$ cat config.mk
export PLATFORM = sky130hd
export DESIGN_NAME = oam_dma_flat
export DESIGN_NICKNAME = d
export VERILOG_FILES = /design/src/rtl/oam_dma_pkg.sv /design/src/rtl/oam_dma_if.sv /design/src/rtl/oam_dma.sv /design/src/flat_wrapper.sv
export SDC_FILE = /design/constraint.sdc
export NUM_CORES = 1
export LEC_CHECK = 0
export ABC_AREA = 1
export BUFFER_PORTS_ARGS = -buffer_cell sky130_fd_sc_hd__buf_2
export CAP_MARGIN = 20
export CORE_MARGIN = 5
export CORE_UTILIZATION = 48
export DETAILED_ROUTE_END_ITERATION = 10
export PLACE_DENSITY = 0.85
export SETUP_SLACK_MARGIN = 0.02
export SLEW_MARGIN = 25
export SYNTH_ARGS = -nofsm -noshare
export SYNTH_HDL_FRONTEND = slang
export SYNTH_SLANG_ARGS = --single-unit
$ cat constraint.sdc
create_clock -name clk -period 2.1 [get_ports clk]
set_clock_uncertainty 0.2 [all_clocks]
set_input_delay 0.42 -clock clk [delete_from_list [all_inputs] [get_ports clk]]
set_output_delay 0.42 -clock clk [all_outputs]
set_load 0.05 [all_outputs]
$ cat src/rtl/oam_dma_pkg.sv
// oam_dma_pkg: shared constants and the state encoding for the sprite-DMA engine.
//   ADDR_WIDTH / REG_WIDTH : CPU address and data widths
//   DMA_REG                : CPU address whose write starts a transfer
//   XFER_LEN / OAM_AW      : bytes per transfer and the OAM index width
package oam_dma_pkg;

  localparam int ADDR_WIDTH = 16;
  localparam int REG_WIDTH  = 8;
  localparam int XFER_LEN   = 256;
  localparam int OAM_AW     = $clog2(XFER_LEN);

  localparam logic [ADDR_WIDTH-1:0] DMA_REG = 16'h4014;

  typedef enum logic [2:0] {
    IDLE,
    HALT,
    ALIGN,
    READ,
    WRITE,
    DONE
  } oam_dma_state_t;

endpackage

$ cat src/rtl/oam_dma_if.sv
// oam_dma_if: CPU-side trigger, memory read port and OAM write port of the
// sprite-DMA engine, bundled together.
//   master : the DMA engine (drives rdy, dma_*, oam_*, done)
//   slave  : the system side (CPU strobe, memory read data)
interface oam_dma_if;
  import oam_dma_pkg::*;

  logic                  cpu_we;
  logic [ADDR_WIDTH-1:0] cpu_addr;
  logic [REG_WIDTH-1:0]  cpu_wdata;
  logic                  rdy;
  logic                  dma_active;
  logic [ADDR_WIDTH-1:0] dma_addr;
  logic                  dma_rd;
  logic [REG_WIDTH-1:0]  dma_rdata;
  logic [OAM_AW-1:0]     oam_addr;
  logic [REG_WIDTH-1:0]  oam_wdata;
  logic                  oam_we;
  logic                  done;

  modport master (
    input  cpu_we, cpu_addr, cpu_wdata, dma_rdata,
    output rdy, dma_active, dma_addr, dma_rd, oam_addr, oam_wdata, oam_we, done
  );

  modport slave (
    output cpu_we, cpu_addr, cpu_wdata, dma_rdata,
    input  rdy, dma_active, dma_addr, dma_rd, oam_addr, oam_wdata, oam_we, done
  );

endinterface

$ cat src/rtl/oam_dma.sv
// oam_dma: sprite-DMA engine. A CPU write to DMA_REG latches source page P,
// halts the CPU (rdy=0) and copies XFER_LEN bytes from {P,00}.. into
// OAM[0..XFER_LEN-1], one READ/WRITE cycle pair per byte, then pulses done.
//   clk   : CPU phi0 clock
//   reset : asynchronous, active-high
//   bus   : oam_dma_if.master (CPU trigger in, rdy/dma_active out,
//           memory read port, OAM write port, done pulse)
// Every output is a pure decode of the registered state, so reset forces
// the idle output values immediately, without waiting for a clock edge.
module oam_dma
  import oam_dma_pkg::*;
(
  input  logic       clk,
  input  logic       reset,
  oam_dma_if.master  bus
);

  localparam logic [OAM_AW-1:0] CNT_LAST = OAM_AW'(XFER_LEN - 1);

  oam_dma_state_t        state, state_nxt;
  logic [REG_WIDTH-1:0]  page;
  logic [OAM_AW-1:0]     cnt;
  logic                  parity;
  logic                  trig;

  logic                  rdy, dma_active, dma_rd, oam_we, done;
  logic [ADDR_WIDTH-1:0] dma_addr;
  logic [OAM_AW-1:0]     oam_addr;
  logic [REG_WIDTH-1:0]  oam_wdata;

  // CPU reads of DMA_REG and writes elsewhere never start a transfer.
  assign trig = bus.cpu_we && (bus.cpu_addr == DMA_REG);

  always_ff @(posedge clk or posedge reset) begin
    if (reset) begin
      state  <= IDLE;
      page   <= '0;
      cnt    <= '0;
      parity <= 1'b0;
    end else begin
      state  <= state_nxt;
      // get/put cycle model of the CPU; decides whether an align cycle is needed
      parity <= ~parity;
      if (state == IDLE && trig) begin
        page <= bus.cpu_wdata;
        cnt  <= '0;
      end else if (state == WRITE) begin
        // wraps to zero only on the final byte, so the read address stays in-page
        cnt <= cnt + OAM_AW'(1);
      end
    end
  end

  always_comb begin
    state_nxt  = state;
    rdy        = 1'b1;
    dma_active = 1'b0;
    dma_addr   = '0;
    dma_rd     = 1'b0;
    oam_addr   = '0;
    oam_wdata  = '0;
    oam_we     = 1'b0;
    done       = 1'b0;
    unique case (state)
      IDLE: begin
        if (trig) state_nxt = HALT;
      end
      HALT: begin
        // one cycle lets the triggering CPU write retire
        rdy        = 1'b0;
        dma_active = 1'b1;
        state_nxt  = parity ? ALIGN : READ;
      end
      ALIGN: begin
        rdy        = 1'b0;
        dma_active = 1'b1;
        state_nxt  = READ;
      end
      READ: begin
        rdy        = 1'b0;
        dma_active = 1'b1;
        dma_addr   = {page, cnt};
        dma_rd     = 1'b1;
        state_nxt  = WRITE;
      end
      WRITE: begin
        // memory data for the READ address arrives in this cycle
        rdy        = 1'b0;
        dma_active = 1'b1;
        oam_we     = 1'b1;
        oam_addr   = cnt;
        oam_wdata  = bus.dma_rdata;
        state_nxt  = (cnt == CNT_LAST) ? DONE : READ;
      end
      DONE: begin
        done      = 1'b1;
        state_nxt = IDLE;
      end
      default: state_nxt = IDLE;
    endcase
  end

  assign bus.rdy        = rdy;
  assign bus.dma_active = dma_active;
  assign bus.dma_addr   = dma_addr;
  assign bus.dma_rd     = dma_rd;
  assign bus.oam_addr   = oam_addr;
  assign bus.oam_wdata  = oam_wdata;
  assign bus.oam_we     = oam_we;
  assign bus.done       = done;

endmodule

$ cat src/flat_wrapper.sv
// flat-port wrapper written by rule: the top's interface ports become plain ports
module oam_dma_flat import oam_dma_pkg::*;
  (clk, reset, bus_cpu_we, bus_cpu_addr, bus_cpu_wdata, bus_dma_rdata, bus_rdy, bus_dma_active, bus_dma_addr, bus_dma_rd, bus_oam_addr, bus_oam_wdata, bus_oam_we, bus_done);
  oam_dma_if bus_i ();
  input  logic clk;
  input  logic reset;
  input wire logic [$bits(bus_i.cpu_we)-1:0] bus_cpu_we;
  input wire logic [$bits(bus_i.cpu_addr)-1:0] bus_cpu_addr;
  input wire logic [$bits(bus_i.cpu_wdata)-1:0] bus_cpu_wdata;
  input wire logic [$bits(bus_i.dma_rdata)-1:0] bus_dma_rdata;
  output wire logic [$bits(bus_i.rdy)-1:0] bus_rdy;
  output wire logic [$bits(bus_i.dma_active)-1:0] bus_dma_active;
  output wire logic [$bits(bus_i.dma_addr)-1:0] bus_dma_addr;
  output wire logic [$bits(bus_i.dma_rd)-1:0] bus_dma_rd;
  output wire logic [$bits(bus_i.oam_addr)-1:0] bus_oam_addr;
  output wire logic [$bits(bus_i.oam_wdata)-1:0] bus_oam_wdata;
  output wire logic [$bits(bus_i.oam_we)-1:0] bus_oam_we;
  output wire logic [$bits(bus_i.done)-1:0] bus_done;
  assign bus_i.cpu_we = bus_cpu_we;
  assign bus_i.cpu_addr = bus_cpu_addr;
  assign bus_i.cpu_wdata = bus_cpu_wdata;
  assign bus_i.dma_rdata = bus_dma_rdata;
  assign bus_rdy = bus_i.rdy;
  assign bus_dma_active = bus_i.dma_active;
  assign bus_dma_addr = bus_i.dma_addr;
  assign bus_dma_rd = bus_i.dma_rd;
  assign bus_oam_addr = bus_i.oam_addr;
  assign bus_oam_wdata = bus_i.oam_wdata;
  assign bus_oam_we = bus_i.oam_we;
  assign bus_done = bus_i.done;
  oam_dma u_core (.clk(clk), .reset(reset), .bus(bus_i));
endmodule
==> results.sh, run 1 <==
export IMPL_status="finished, violations left"
export IMPL_violations="setup timing"
export IMPL_clock_sinks=20
export IMPL_cts_tree="yes"
export IMPL_cts_buffers=3
export IMPL_synth_seq_cells=20
export IMPL_start_kind="flip-flop"
export IMPL_track_usage_pct=21.2
export IMPL_drc=0
export IMPL_period_share_pct=107
export IMPL_synthAdderAreaFrac_pct=0.918
export IMPL_synth_edff_count=0
export IMPL_synth_warnings=0
export IMPL_drt_wl_total_um=6660
export IMPL_rows=19
export IMPL_min_period_ns=2.26
export IMPL_slowest_delay_ns=0.46
export IMPL_drv_slew=0
export IMPL_grt_max_degree=25
export IMPL_synthTopCellsByArea="dfrtp_1 37%, nor2_1 15%, nand2_1 10%"
export IMPL_die_h_um=63.3
export IMPL_worstSetupPathType="flip-flop to output port"
export IMPL_placed_area_mm2=0.00187
export IMPL_critical_path_required_ns=1.48
export IMPL_synth_async_reset_ratio_pct=100
export IMPL_dr_wl_met2_um=3080
export IMPL_maxCapViolations=0
export IMPL_final_setup_tns_ns=-2.42
export IMPL_path_cells="inv_4, nor3_4, buf_4, inv_6, nor2_4, buf_6"
export IMPL_final_area_mm2=0.00252
export IMPL_path_max_fanout=8
export IMPL_max_freq_mhz=443
export IMPL_tightest_slew_ns=0.543
export IMPL_grt_first_pass_wirelength_um=7020
export IMPL_muxShareOfSynthArea_pct=0
export IMPL_vias_per_cell=5.83
export IMPL_wl_per_cell_um=20.6
export IMPL_synth_top_area_cell="dfrtp_1"
export IMPL_top_layer="met4"
export IMPL_p_leak_nw=1.25
export IMPL_yosys_area_share_simple_pct=43.8
export IMPL_cp_end_kind="output port"
export IMPL_max_slew_margin_pct=63.6
export IMPL_final_cell_mix="37 x nand2_1, 36 x buf_2, 34 x nor2_4, 32 x inv_1, 28 x buf_6"
export IMPL_syn_avg_cell_area_um2=6.78
export IMPL_drtAntennaViolNets=0
export IMPL_core_area_mm2=0.00273
export IMPL_netlist_area_mm2=0.00136
export IMPL_rsz0062_at_grt="yes"
export IMPL_slowest_stage="dfrtp_2"
export IMPL_diodes=0
export IMPL_synth_top_family_by_area="simple AND/OR/NAND/NOR gates"
export IMPL_worstPathArrival_ns=1.64
export IMPL_synthXorXnorAreaFrac_pct=1.93
export IMPL_clockBufferDepth=2
export IMPL_clkLatencyLatePin_ns=0.30
export IMPL_holdWs_ns=0.146
export IMPL_synth_cell_type_count=25
export IMPL_root_buffer="clkbuf_4"
export IMPL_mostFrequentLayoutCell="nand2_1"
export IMPL_layout_area_overhead_vs_synth_pct=85.0
export IMPL_ys_flop_type="dfrtp_1"
export IMPL_hpwl_um=2690
export IMPL_wl_met1_um=2370
export IMPL_holdCritPathClass="input port to flip-flop"
export IMPL_gp_congestion=0.887
export IMPL_final_fill_count=88
export IMPL_hold_viol=0
export IMPL_clk_pin_slew_worst_paths_ns=0.12
export IMPL_wl_met3_um=814
export IMPL_dieArea_mm2=0.00400
export IMPL_dp_cells=299
export IMPL_num_nets_final=329
export IMPL_io_buffers=71
export IMPL_overflow=0
export IMPL_synth_compound_area_share_pct=1.84
export IMPL_initial_utilization_pct=49.8
export IMPL_vias=1882
export IMPL_synth_top_area_share_pct=36.7
export IMPL_power_density_mw_per_mm2=1320
export IMPL_io_pins=72
export IMPL_drt_pass1_iterations=5
export IMPL_die_w_um=63.3
export IMPL_dr_first_iter_drc_count=153
export IMPL_final_cells=323
export IMPL_drive_gt1_share_pct=52.1
export IMPL_fin_ws_ns=-0.157
export IMPL_grt_pass1_vias=1553
export IMPL_setup_viol=34
export IMPL_ys_seq_area_share_pct=36.7
export IMPL_syn_inst=201
export IMPL_h_tree_depth=1
export IMPL_grt_antenna_before_repair=0
export IMPL_synthesis_nets=237
export IMPL_ir_worst_vdd_uv=1510
## per-layer routing
layer	GRT usage, %	vias up
met5	0	-
met4	7.79	0
met3	3.02	44
met2	38.1	177
met1	25.5	866
li1	-	795
## layout make-up
class | instances | area (um^2) | share of cell area (%)
Clock inverter | 1 | 30.0 | 1.19
Inverter | 42 | 189 | 7.49
Timing Repair inverter | 2 | 17.5 | 0.695
Multi-Input combinational cell | 136 | 961 | 38.1
Tap cell | 31 | 38.8 | 1.54
Clock buffer | 3 | 22.5 | 0.893
Sequential cell | 20 | 504 | 20.0
Timing Repair Buffer | 88 | 758 | 30.1
## path summary, 6_finish.rpt
check / from / depth (start not counted) / endpoint / slack, ns
setup / recovery: u_core.state[0] / 6 / bus_dma_addr[5] / -0.16
hold / removal: bus_cpu_wdata[2] / 3 / u_core.page[2] / 0.15
setup reg to reg: u_core.state[1] / 8 / u_core.page[7] / 0.04
hold reg to reg: u_core.parity / 1 / u_core.parity / 0.23
max in group asynchronous: reset / 4 / u_core.state[1] / 0.99
min in group asynchronous: reset / 4 / u_core.page[5] / 0.49
## state kept, by name (all words and copies together) (netlist names)
register,count
u_core.cnt,8
u_core.parity,1
u_core.state,3
u_core.page,8
## timing repair
action,in CTS,in global routing
gates resized for setup,61,56
endpoints found under the hold margin,20,0
buffers inserted,5,10
hold buffers,1,0
gates cloned,1,3
pin swaps,1,4
setup endpoints to repair,35,35
## synthesized netlist by cell type (2+ instances only)
| cell type | n |
|---|---|
| nor2_1 | 53 |
| nand2_1 | 38 |
| inv_1 | 35 |
| dfrtp_1 | 20 |
| nand3_1 | 11 |
| nand4_1 | 9 |
| inv_2 | 6 |
| buf_6 | 3 |
| nor2_4 | 3 |
| o21ai_1 | 3 |
| xor2_1 | 3 |
| buf_2 | 2 |
| nor3_1 | 2 |
| o21ai_0 | 2 |
## through the flow
step           power (W)  setup slack, ns  util [%]
2_1_floorplan    0.00179           -0.187         -
3_5_place_dp     0.00201            0.176      68.4
3_3_place_gp     0.00198            0.195      68.4
5_1_grt          0.00343           -0.199      92.2
6_report         0.00333           -0.157      92.2
4_1_cts          0.00261          -0.0410      79.5
## power by group
group	total (W)	internal, W	switching [W]
Combinational	0.00239	0.000817	0.00157
Sequential	0.000624	0.000489	0.000135
Clock	0.000314	0.000193	0.000121
Total	0.00333	0.00150	0.00183
## worst max-delay path, delay by kind of cell (launching register included)
kind,cells,cell delay (ns)
buf+inv,4,0.49
flops,1,0.46
simple gates,2,0.38
## kinds of logic (layout without fill, tap and decap cells)
logic type	after synthesis	in the layout
adders and majority gates	1	1
AOI/OAI and AO/OA	5	5
and+or+nand+nor	125	127
xor gates and xnor gates	3	3
DFF	20	20
buffers and inverters	47	136
(Power assumes the default switching activity.)
==> inputs of run 2 (changes only) <==
Settings changed: PLACE_DENSITY 0.85 to not set, PLACE_DENSITY_LB_ADDON set to 0.08.
==> results.sh, run 2 (same netlist as run 1, synthesis figures left out) <==
export IMPL_die_w_um=63.3
export IMPL_initial_utilization_pct=49.8
export IMPL_layout_area_overhead_vs_synth_pct=88.3
export IMPL_start_kind="flip-flop"
export IMPL_worstSetupPathType="flip-flop to output port"
export IMPL_vias=1826
export IMPL_path_max_fanout=4
export IMPL_tightest_slew_ns=0.505
export IMPL_clockBufferDepth=2
export IMPL_holdWs_ns=0.147
export IMPL_max_slew_margin_pct=66.1
export IMPL_grt_max_degree=21
export IMPL_min_period_ns=2.24
export IMPL_violations="setup timing"
export IMPL_final_fill_count=94
export IMPL_top_regs="u_core.cnt (8), u_core.page (8), u_core.state (3)"
export IMPL_power_density_mw_per_mm2=1280
export IMPL_vias_per_cell=5.62
export IMPL_slowest_stage="dfrtp_2"
export IMPL_root_buffer="clkbuf_4"
export IMPL_drc=0
export IMPL_grt_pass1_vias=1519
export IMPL_dr_first_iter_drc_count=128
export IMPL_slowest_delay_ns=0.49
export IMPL_final_cell_mix="37 x nand2_1, 36 x nor2_4, 35 x buf_2, 32 x inv_1, 26 x buf_6"
export IMPL_mostFrequentLayoutCell="nand2_1"
export IMPL_setup_viol=45
export IMPL_pre_cts_ws_ns=0.146
export IMPL_grt_first_pass_wirelength_um=6760
export IMPL_fin_util_pct=93.9
export IMPL_ir_worst_vdd_uv=1260
export IMPL_gp_congestion=0.787
export IMPL_track_usage_pct=20.8
export IMPL_rows=19
export IMPL_maxCapViolations=0
export IMPL_drt_pass1_iterations=4
export IMPL_hpwl_um=2680
export IMPL_wl_per_cell_um=18.9
export IMPL_num_nets_final=331
export IMPL_clock_sinks=20
export IMPL_drv_slew=0
export IMPL_status="finished, violations left"
export IMPL_path_cells="inv_4, nor3_4, buf_4, inv_6, nor2_4, buf_6"
export IMPL_diodes=0
export IMPL_clk_pin_slew_worst_paths_ns=0.13
export IMPL_drtAntennaViolNets=0
export IMPL_path_delay_family="flip-flops"
export IMPL_hold_viol=0
export IMPL_fin_ws_ns=-0.135
export IMPL_max_freq_mhz=447
export IMPL_overflow=0
export IMPL_cts_buffers=3
export IMPL_grt_antenna_before_repair=0
export IMPL_p_leak_nw=1.27
export IMPL_io_pins=72
export IMPL_die_h_um=63.3
export IMPL_io_buffers=71
export IMPL_core_area_mm2=0.00273
export IMPL_clkLatencyLatePin_ns=0.31
export IMPL_dieArea_mm2=0.00400
export IMPL_crit_buf_inv=4
export IMPL_h_tree_depth=1
export IMPL_cts_tree="yes"
export IMPL_worstPathArrival_ns=1.62
export IMPL_critical_path_required_ns=1.48
export IMPL_period_share_pct=106
export IMPL_holdCritPathClass="input port to flip-flop"
export IMPL_cp_end_kind="output port"
export IMPL_drive_gt1_share_pct=52.4
export IMPL_drt_wl_total_um=6140
export IMPL_rsz0062_at_grt="yes"
==> run 2: changes by cell type in the layout (fill, tap and decap cells not counted), moves of 2 or more <==
cell,previous run,this run
buf_6,28,26
buf_8,9,11
nor2_2,2,0
nor2_4,34,36
==> run 2: layer usage <==
layer  part of all wire, %  vias up  track usage, %
li1                      -      802               -
met5                     0        -               0
met3                    11       33            3.37
met4                   4.6        0            6.23
met1                    36      846            24.7
met2                    48      145            37.9
==> run 2: repair_timing <==
| item | CTS | global route |
|---|---|---|
| pin swaps | 3 | 6 |
| cloned | 3 | 2 |
| buffers inserted | 7 | 8 |
| gates resized for setup | 68 | 57 |
| hold buffers | 1 | 0 |
| endpoints found under the hold margin | 20 | 0 |
| setup endpoints to repair | 35 | 35 |
==> run 2: worst reg2reg max path, stage by stage (launching register included) <==
cell     delay (ns)
dfrtp_2        0.44
buf_6          0.13
nor2_4         0.12
buf_12         0.16
buf_4          0.12
buf_4          0.10
inv_2          0.04
nor2_4         0.28
nand4_2        0.21
inv_2          0.18
nor2_1         0.08
==> run 2: metrics by stage <==
step | cells | total power (W) | TNS (ns) | cell area, um^2
2_1_floorplan | 201 | 0.00179 | -2.29 | 1520
3_3_place_gp | 300 | 0.00199 | 0 | 1880
3_5_place_dp | 300 | 0.00202 | 0 | 1880
4_1_cts | 315 | 0.00271 | -0.731 | 2260
5_1_grt | 325 | 0.00342 | -5.46 | 2570
6_report | 325 | 0.00330 | -3.08 | 2570
==> run 2: layout make-up <==
class | count | area, um^2 | share of cell area (%)
Sequential cell | 20 | 504 | 19.6
Timing Repair inverter | 2 | 20.0 | 0.780
Multi-Input combinational cell | 137 | 990 | 38.6
Inverter | 42 | 189 | 7.36
Timing Repair Buffer | 89 | 788 | 30.7
Tap cell | 31 | 38.8 | 1.51
Clock buffer | 4 | 36.3 | 1.41
==> run 2: final timing paths <==
kind | from | to | slack [ns] | cells after the start
setup / recovery | u_core.state[0] | bus_dma_addr[15] | -0.14 | 6
min in group asynchronous | reset | u_core.cnt[1] | 0.46 | 4
hold reg to reg | u_core.parity | u_core.parity | 0.23 | 1
setup reg to reg | u_core.state[1] | u_core.cnt[4] | -0.09 | 10
hold / removal | bus_cpu_wdata[1] | u_core.page[1] | 0.15 | 3
max in group asynchronous | reset | u_core.cnt[6] | 1.01 | 4
==> run 2: power breakdown <==
group | switching [W] | total (W) | internal (W)
registers | 0.000133 | 0.000622 | 0.000489
logic | 0.00159 | 0.00244 | 0.000857
clock network | 0.000126 | 0.000231 | 0.000106
total | 0.00184 | 0.00330 | 0.00145
==> inputs of run 3 (changes only) <==
Settings changed: CORE_UTILIZATION 48 to 45.
Clock period 2.1 ns to 2.12 ns, I/O delays scaled along.
==> results.sh, run 3 (same netlist as run 1, synthesis figures left out) <==
export IMPL_drive_gt1_share_pct=50.3
export IMPL_violations="setup timing"
export IMPL_clock_sinks=20
export IMPL_period_share_pct=103
export IMPL_internal_power_w=0.00134
export IMPL_layout_area_overhead_vs_synth_pct=79.7
export IMPL_setup_viol=28
export IMPL_dr_first_iter_drc_count=93
export IMPL_start_kind="flip-flop"
export IMPL_final_setup_tns_ns=-0.650
export IMPL_worstSetupPathType="flip-flop to output port"
export IMPL_status="finished, violations left"
export IMPL_power_frac_seq_pct=20.3
export IMPL_num_nets_final=325
export IMPL_drtAntennaViolNets=0
export IMPL_clk_pin_slew_worst_paths_ns=0.11
export IMPL_cts_tree="yes"
export IMPL_rsz0062_at_grt="yes"
export IMPL_grt_antenna_before_repair=0
export IMPL_power_frac_clock_pct=7.3
export IMPL_final_fill_count=195
export IMPL_critical_path_required_ns=1.50
export IMPL_pre_cts_ws_ns=0.172
export IMPL_hpwl_um=2660
export IMPL_r2r_slack_ns=0.19
export IMPL_pwr_share_comb_pct=72.4
export IMPL_final_cell_mix="37 x nand2_1, 35 x buf_2, 34 x inv_1, 32 x buf_6, 29 x nor2_4"
export IMPL_wl_per_cell_um=13.3
export IMPL_die_w_um=65.0
export IMPL_drc=0
export IMPL_min_period_ns=2.18
export IMPL_multi_input_area_um2=932
export IMPL_drt_pass1_iterations=4
export IMPL_drv_slew=0
export IMPL_clockBufferDepth=2
export IMPL_power_density_mw_per_mm2=1190
export IMPL_p_sw_share_pct=53.9
export IMPL_p_leak_nw=1.22
export IMPL_path_max_fanout=12
export IMPL_grt_max_degree=21
export IMPL_total_power_w=0.00292
export IMPL_initial_utilization_pct=45.8
export IMPL_vias_per_cell=4.86
export IMPL_hold_viol=0
export IMPL_cts_buffers=3
export IMPL_io_buffers=71
export IMPL_top_regs="u_core.cnt (8), u_core.page (8), u_core.state (3)"
export IMPL_tightest_slew_ns=0.474
export IMPL_holdCritPathClass="input port to flip-flop"
export IMPL_switchingPower_w=0.00157
export IMPL_fin_ws_ns=-0.0563
export IMPL_ff_latch_area_um2=504
export IMPL_die_h_um=65.0
export IMPL_max_slew_margin_pct=68.2
export IMPL_gp_congestion=0.832
export IMPL_core_area_mm2=0.00298
export IMPL_ir_worst_vdd_uv=606
export IMPL_drt_wl_total_um=4280
export IMPL_mostFrequentLayoutCell="nand2_1"
export IMPL_overflow=0
export IMPL_root_buffer="clkbuf_4"
export IMPL_cp_end_kind="output port"
export IMPL_h_tree_depth=1
export IMPL_diodes=0
export IMPL_grt_first_pass_wirelength_um=6350
export IMPL_max_freq_mhz=459
export IMPL_io_pins=72
export IMPL_dieArea_mm2=0.00423
export IMPL_maxCapViolations=0
export IMPL_clkLatencyLatePin_ns=0.29
export IMPL_worstPathArrival_ns=1.55
export IMPL_vias=1561
export IMPL_grt_pass1_vias=1489
export IMPL_rows=20
export IMPL_track_usage_pct=18.9
-- run 3: cell types whose count changed in the layout (fill, tap and decap cells not counted) --
cell     change
nand2_4      -1
buf_6        +6
o21ai_4      -1
buf_4        -5
o21ai_1      +1
nor2_4       -7
buf_12       -1
inv_8        +1
inv_2        -2
nor2_2       +7
buf_8        -5
inv_6        -1
inv_1        +2
-- run 3: layout make-up --
class,count,area share [%]
multi-input cells,136,38.1
inverters,42,7.72
well taps,33,1.69
repair inverters,2,0.920
repair buffers,84,29.5
clock buffers,4,1.48
flip-flops and latches,20,20.6
-- run 3: what timing repair did --
item / in CTS / in global routing
hold buffers: 1 / 0
setup endpoints to repair: 35 / 35
buffers inserted: 6 / 5
cloned: 3 / 1
resized for setup: 67 / 45
hold endpoints to repair: 20 / 0
pin swaps: 4 / 1
-- run 3: routing by layer --
metal	wire length, um	GRT usage (%)	up-vias
met5	0	0	-
li1	-	-	786
met2	2250	36.0	58
met4	38	3.37	0
met3	275	3.81	4
met1	1710	21.8	713
-- run 3: worst max-delay path, cell delays in order (launching register included) --
cell and delay [ns]:
dfrtp_2 0.43, buf_4 0.15, nor2_4 0.12, buf_4 0.16, nand2_8 0.10, nor2_2 0.13
buf_6 0.17
-- run 3: final timing paths --
path / startpoint / to / cells past startpoint
max reg2reg: u_core.state[1] / u_core.page[3] / 9
min: bus_cpu_wdata[0] / u_core.page[0] / 3
max: u_core.state[1] / bus_oam_addr[7] / 6
max in group asynchronous: reset / u_core.state[2] / 4
min in group asynchronous: reset / u_core.cnt[6] / 4
min reg2reg: u_core.parity / u_core.parity / 1
-- run 3: power groups by stage --
stage / clock [W] / combinational, W / sequential [W]
6_report: 0.000214 / 0.00211 / 0.000593
5_1_grt: 0.000234 / 0.00223 / 0.000608
3_3_place_gp: 0 / 0.00139 / 0.000589
2_1_floorplan: 0 / 0.00120 / 0.000571
3_5_place_dp: 0 / 0.00140 / 0.000592
4_1_cts: 0.000221 / 0.00179 / 0.000590
-- run 3: per-stage QoR --
stage | cell area, um^2 | util (%) | hold WS, ns | cells
after floorplan | 1520 | - | 0.183 | 201
after global placement | 1870 | 62.9 | 0.196 | 301
after detailed placement | 1870 | 62.9 | 0.198 | 301
after CTS | 2220 | 74.7 | 0.162 | 315
after global routing | 2450 | 82.2 | 0.164 | 321
final | 2450 | 82.2 | 0.165 | 321
